`config.mk`:
```
export PLATFORM = sky130hd
export DESIGN_NAME = seq_mult_ctrl
export DESIGN_NICKNAME = d
export VERILOG_FILES = /design/src/rtl/seq_mult_ctrl.sv
export SDC_FILE = /design/constraint.sdc
export NUM_CORES = 1
export LEC_CHECK = 0
export ABC_AREA = 0
export CORE_UTILIZATION = 35
export CTS_BUF_LIST = sky130_fd_sc_hd__clkbuf_16
export CTS_CLUSTER_SIZE = 12
export DETAILED_ROUTE_END_ITERATION = 7
export GPL_ROUTABILITY_DRIVEN = 0
export GPL_TIMING_DRIVEN = 0
export PLACE_DENSITY = 0.77
export SETUP_SLACK_MARGIN = 0.05
export SLEW_MARGIN = 20
export SYNTH_ARGS = -nofsm -noshare
export SYNTH_HDL_FRONTEND = slang
export SYNTH_SLANG_ARGS = --single-unit
```
`constraint.sdc`:
```
create_clock -name clk_i -period 2.15 [get_ports clk_i]
set_input_delay 0.43 -clock clk_i [delete_from_list [all_inputs] [get_ports clk_i]]
set_output_delay 0.43 -clock clk_i [all_outputs]
set_load 0.01 [all_outputs]
```
`src/rtl/seq_mult_ctrl.sv`:
```
// ============================================================================
// Module      : seq_mult_ctrl
// Description : FSM controller that sequences a shift-add multiplier datapath.
//               It accepts operands on a valid/ready handshake, runs one
//               add/shift iteration per multiplier bit, then holds the
//               response until it is consumed.
// Revision    : 1.0 - initial release
// ============================================================================
`default_nettype none

module seq_mult_ctrl #(
    parameter int WIDTH = 32,
    parameter int CNT_W = $clog2(WIDTH)
) (
    input  logic             clk_i,
    input  logic             rst_i,
    input  logic             req_valid_i,
    output logic             req_ready_o,
    output logic             resp_valid_o,
    input  logic             resp_ready_i,
    input  logic [WIDTH-1:0] mr_i,
    output logic             mr_ld_o,
    output logic             md_ld_o,
    output logic             rs_clear_o,
    output logic             rs_load_o,
    output logic             rs_shr_o,
    output logic             busy_o,
    output logic [CNT_W-1:0] bit_idx_o
);

    typedef enum logic [1:0] {
        S_IDLE  = 2'd0,
        S_BIT   = 2'd1,
        S_SHIFT = 2'd2,
        S_DONE  = 2'd3
    } state_t;

    localparam logic [CNT_W-1:0] c_last_idx = CNT_W'(WIDTH - 1);

    state_t           state_q;
    state_t           state_d;
    logic [CNT_W-1:0] bit_idx_q;
    logic [CNT_W-1:0] bit_idx_d;
    logic             w_last;

    assign w_last = (bit_idx_q == c_last_idx);

    always_comb begin
        state_d      = state_q;
        bit_idx_d    = bit_idx_q;
        req_ready_o  = 1'b0;
        resp_valid_o = 1'b0;
        mr_ld_o      = 1'b0;
        md_ld_o      = 1'b0;
        rs_clear_o   = 1'b0;
        rs_load_o    = 1'b0;
        rs_shr_o     = 1'b0;

        case (state_q)
            S_IDLE: begin
                req_ready_o = 1'b1;
                if (req_valid_i) begin
                    mr_ld_o    = 1'b1;
                    md_ld_o    = 1'b1;
                    rs_clear_o = 1'b1;
                    bit_idx_d  = '0;
                    state_d    = S_BIT;
                end
            end
            S_BIT: begin
                // A set bit costs an extra cycle: add now, shift in SHIFT.
                if (mr_i[bit_idx_q]) begin
                    rs_load_o = 1'b1;
                    state_d   = S_SHIFT;
                end else begin
                    rs_shr_o = 1'b1;
                    if (w_last) begin
                        state_d = S_DONE;
                    end else begin
                        bit_idx_d = bit_idx_q + CNT_W'(1);
                    end
                end
            end
            S_SHIFT: begin
                rs_shr_o = 1'b1;
                if (w_last) begin
                    state_d = S_DONE;
                end else begin
                    bit_idx_d = bit_idx_q + CNT_W'(1);
                    state_d   = S_BIT;
                end
            end
            S_DONE: begin
                resp_valid_o = 1'b1;
                if (resp_ready_i) begin
                    state_d = S_IDLE;
                end
            end
            default: begin
                state_d = S_IDLE;
            end
        endcase
    end

    always_ff @(posedge clk_i) begin
        if (rst_i) begin
            state_q   <= S_IDLE;
            bit_idx_q <= '0;
        end else begin
            state_q   <= state_d;
            bit_idx_q <= bit_idx_d;
        end
    end

    assign busy_o    = (state_q != S_IDLE);
    assign bit_idx_o = bit_idx_q;

endmodule

`default_nettype wire
```
==> results.txt <==
----------------------------------------------------
[Worst setup path]
  Highest net fanout along the worst path ... 4
  Element type at the critical path end ... register
  Worst setup path class ... reg2reg
  Critical path required time ... 2.24 ns
  Slack of the worst reg-to-reg path ... -0.17 ns
  WP data arrival ... 2.41 ns
  Startpoint types ... register
  Number of cells traversed by the worst register-to-register path ... 11
  Crit Reg-Reg Startpoint ... bit_idx_o[1]
  Endpoint of the lowest-slack register-to-register path ... bit_idx_o[2]

[Yosys]
  Register bit total from synthesis ... 7
  Synth top area cells ... sky130_fd_sc_hd__mux2i_1 (22%), sky130_fd_sc_hd__dfxtp_1 (16%), sky130_fd_sc_hd__ha_1 (8.5%)
  Most frequently used cell type in the post-synthesis netlist ... sky130_fd_sc_hd__mux2i_1
  EDFF count, synth ... 0
  Area share of the largest cell type after synthesis ... 21.6%
  Netlist area before placement ... 881 um^2
  Cell count after synthesis ... 99
  Cell taking the most area after synthesis ... sky130_fd_sc_hd__mux2i_1
  Number of warnings issued by yosys ... 0
  Share of synthesized registers carrying an async set or reset ... 0%
  Top post-synthesis cells by count ... sky130_fd_sc_hd__mux2i_1 (19), sky130_fd_sc_hd__dfxtp_1 (7)
  Distinct cell type count of the synthesized netlist ... 34
  Net Count, Synth ... 141
  Primary flip-flop cell chosen by synthesis mapping ... sky130_fd_sc_hd__dfxtp_1
  Mean post-synth cell area ... 8.90 um^2
  Fraction of the yosys area taken by sequential cells ... 15.9%

[Clock network]
  Number of buffers added to fix hold violations after cts ... 0
  Clock-pin transition on the worst setup and hold timing paths ... 0.04 ns
  Clock root buffer ... sky130_fd_sc_hd__clkbuf_16
  H-tree levels ... 1
  Clock insertion delay at the later pin of the skew report ... 0.23 ns
  Clock tree from TritonCTS ... done
  Sinks on Clock Net ... 7
  Num CTS Buffers ... 3
  Buffer depth of the longest clock path ... 2

[Timing]
  Setup repair after global routing missed its margin ... true
  Pin slew with the least headroom to its limit ... 0.416 ns
  Tightest hold margin ... 0.544 ns
  Normalized max-slew margin ... 71.8%
  Final number of max-transition violations ... 0
  Final worst-path setup slack ... -0.174 ns
  Final hold violation count ... 0
  Highest achievable clock rate ... 430 MHz
  Portion of the clock cycle consumed by the worst path in the final layout ... 108%
  Minimum clock period after layout ... 2.32 ns
  Final total negative setup slack ... -0.854 ns
  Clock tree skew after final layout ... 0.00232 ns
  Final setup violating endpoints ... 7

[Global routing]
  Met1 capacity usage during global routing ... 24.1%
  Global-route met2 utilization ... 44.4%
  Total track usage ... 22.5%
  Layer with the highest usage ... met2
  Pin count of the biggest net entering global routing ... 11
  Wire length of the first global-routing pass ... 4550 um
  Number of global-route vias before repair ... 1031
  GRT overflow ... 0
  GR met3 Demand/Resource ... 3.80%
  Antenna violations before repair ... 0

[Floorplan]
  Placeable core area ... 2300 um^2
  Horizontal die dimension ... 52.2 um
  Initial cell density of the core ... 38.3%
  Number of top-level pins ... 49
  Die area ... 2720 um^2
  Core Rows ... 17
  Die boundary height ... 52.2 um

[Layout]
  Share of layout cells above drive strength 1 ... 28.0%
  Signed area change from the synthesized netlist to the final layout ... 92.3%
  Cell Count, Final, Fillers Out ... 189
  Fill count ... 169
  Utilization after layout ... 73.7%
  Post-route design area ... 1690 um^2
  Ant. Diodes ... 0
  Layout net count ... 204

[Status]
  Violated checks ... setup timing
  Outcome ... finished with violations

[Pwr]
  Leakage dissipation ... 0.676 nW
  Total Power ... 1.62 mW
  Areal power density over the cells ... 957 nW/um^2
  Peak supply drop ... 0.000925 V

[Hold path]
  Source of the worst hold timing path ... state_q[0]
  Hold EP ... state_q[0]
  Worst hold path class ... reg2reg
  Hold-critical path depth ... 2

[Placed design]
  Worst setup timing slack at the placement stage ... -0.584 ns
  Placed instance count ... 175
  Post-DP HPWL ... 2020 um
  Port Buffers ... 48
  Area post-placement ... 1400 um^2

[Detailed routing]
  Number of detailed-routing iterations run before antenna repair ... 4
  Routed vias ... 1021
  Count of nets left with antenna violations after detail routing ... 0
  Routed wire length ... 3010 um
  Number of remaining DRC errors ... 0
  Via-to-Cell Ratio ... 5.40
  Average wire length per cell after detail routing ... 15.9 um
  DR iter-0 viols ... 10

[Flow run]
  Number of max-capacitance violations reported ... 0

----------------------------------------------------
registers in the layout, summed over array words and instances (netlist names):
signal / flops
bit_idx_o: 5
state_q: 2
worst max-delay path: stages (launching register included):
cell,delay [ns]
sky130_fd_sc_hd__dfxtp_4,0.36
sky130_fd_sc_hd__buf_6,0.10
sky130_fd_sc_hd__buf_16,0.10
sky130_fd_sc_hd__mux2i_1,0.19
sky130_fd_sc_hd__a21oi_1,0.10
sky130_fd_sc_hd__and3_4,0.19
sky130_fd_sc_hd__a31oi_4,0.19
sky130_fd_sc_hd__a21boi_2,0.09
sky130_fd_sc_hd__buf_4,0.14
sky130_fd_sc_hd__buf_4,0.13
sky130_fd_sc_hd__o311ai_1,0.41
sky130_fd_sc_hd__o41ai_4,0.15
repair_timing:
| item | 4_1_cts | 5_1_grt |
|---|---|---|
| pin swaps | 15 | 0 |
| resized for setup | 38 | 3 |
| cloned | 2 | 0 |
| setup buffers | 8 | 0 |
| endpoints found under the setup margin | 9 | 8 |
power breakdown:
group          switching (mW)  internal (mW)  total, mW
clock network          0.0748          0.242      0.317
logic                   0.494          0.611       1.10
registers              0.0336          0.166      0.200
layout make-up:
cell class / count / area, um^2 / share of cell area (%)
multi-input cells: 79 / 726 / 42.8
repair buffers: 58 / 598 / 35.3
flip-flops and latches: 7 / 146 / 8.64
plain buffers: 8 / 91.3 / 5.39
clock buffers: 3 / 75.1 / 4.43
well taps: 28 / 35.0 / 2.07
inverters: 5 / 18.8 / 1.11
clock inverters: 1 / 3.75 / 0.222
metal layers:
metal | vias to the layer above | part of all wire [%]
met5 | - | 0
met4 | 0 | 0.66
met3 | 3 | 9.9
met2 | 56 | 50
met1 | 469 | 39
li1 | 493 | -
worst max path at each step:
stage / start / endpoint / slack, ns / depth (start not counted)
2_1_floorplan: bit_idx_o[1] / bit_idx_o[2] / 0.04 / 9
3_3_place_gp: mr_i[27] / rs_shr_o / -0.59 / 8
5_1_grt: bit_idx_o[1] / bit_idx_o[2] / -0.26 / 11
4_1_cts: bit_idx_o[1] / bit_idx_o[2] / -0.16 / 11
6_report: bit_idx_o[1] / bit_idx_o[2] / -0.17 / 11
3_5_place_dp: mr_i[27] / rs_shr_o / -0.58 / 8
cell families (layout without fill, tap and decap cells):
family | Yosys count | after routing | share of synthesized area, %
and+or+nand+nor | 29 | 29 | 19.5
AOI/OAI and AO/OA | 25 | 25 | 22.4
muxes | 19 | 19 | 21.6
buffers and inverters | 13 | 75 | 12.1
DFF | 7 | 7 | 15.9
adders and majority gates | 6 | 6 | 8.52
layout by cell type, fill, tap and decap left out, types with 2 or more instances in the layout:
| master | n |
|---|---|
| sky130_fd_sc_hd__buf_4 | 8 |
| sky130_fd_sc_hd__nand2b_1 | 3 |
| sky130_fd_sc_hd__a311oi_1 | 2 |
| sky130_fd_sc_hd__ha_1 | 5 |
| sky130_fd_sc_hd__a31oi_4 | 2 |
| sky130_fd_sc_hd__a22oi_1 | 2 |
| sky130_fd_sc_hd__o21a_1 | 2 |
| sky130_fd_sc_hd__a21oi_1 | 6 |
| sky130_fd_sc_hd__o311ai_1 | 2 |
| sky130_fd_sc_hd__and3_4 | 2 |
| sky130_fd_sc_hd__buf_16 | 2 |
| sky130_fd_sc_hd__a22oi_2 | 2 |
| sky130_fd_sc_hd__nand3_1 | 6 |
| sky130_fd_sc_hd__nand2_1 | 6 |
| sky130_fd_sc_hd__buf_6 | 7 |
| sky130_fd_sc_hd__clkdlybuf4s50_1 | 39 |
| sky130_fd_sc_hd__dfxtp_2 | 2 |
| sky130_fd_sc_hd__mux2i_1 | 17 |
| sky130_fd_sc_hd__inv_1 | 6 |
| sky130_fd_sc_hd__clkbuf_16 | 3 |
| sky130_fd_sc_hd__dlygate4sd2_1 | 6 |
| sky130_fd_sc_hd__dfxtp_1 | 4 |
(Power assumes the default switching activity.)
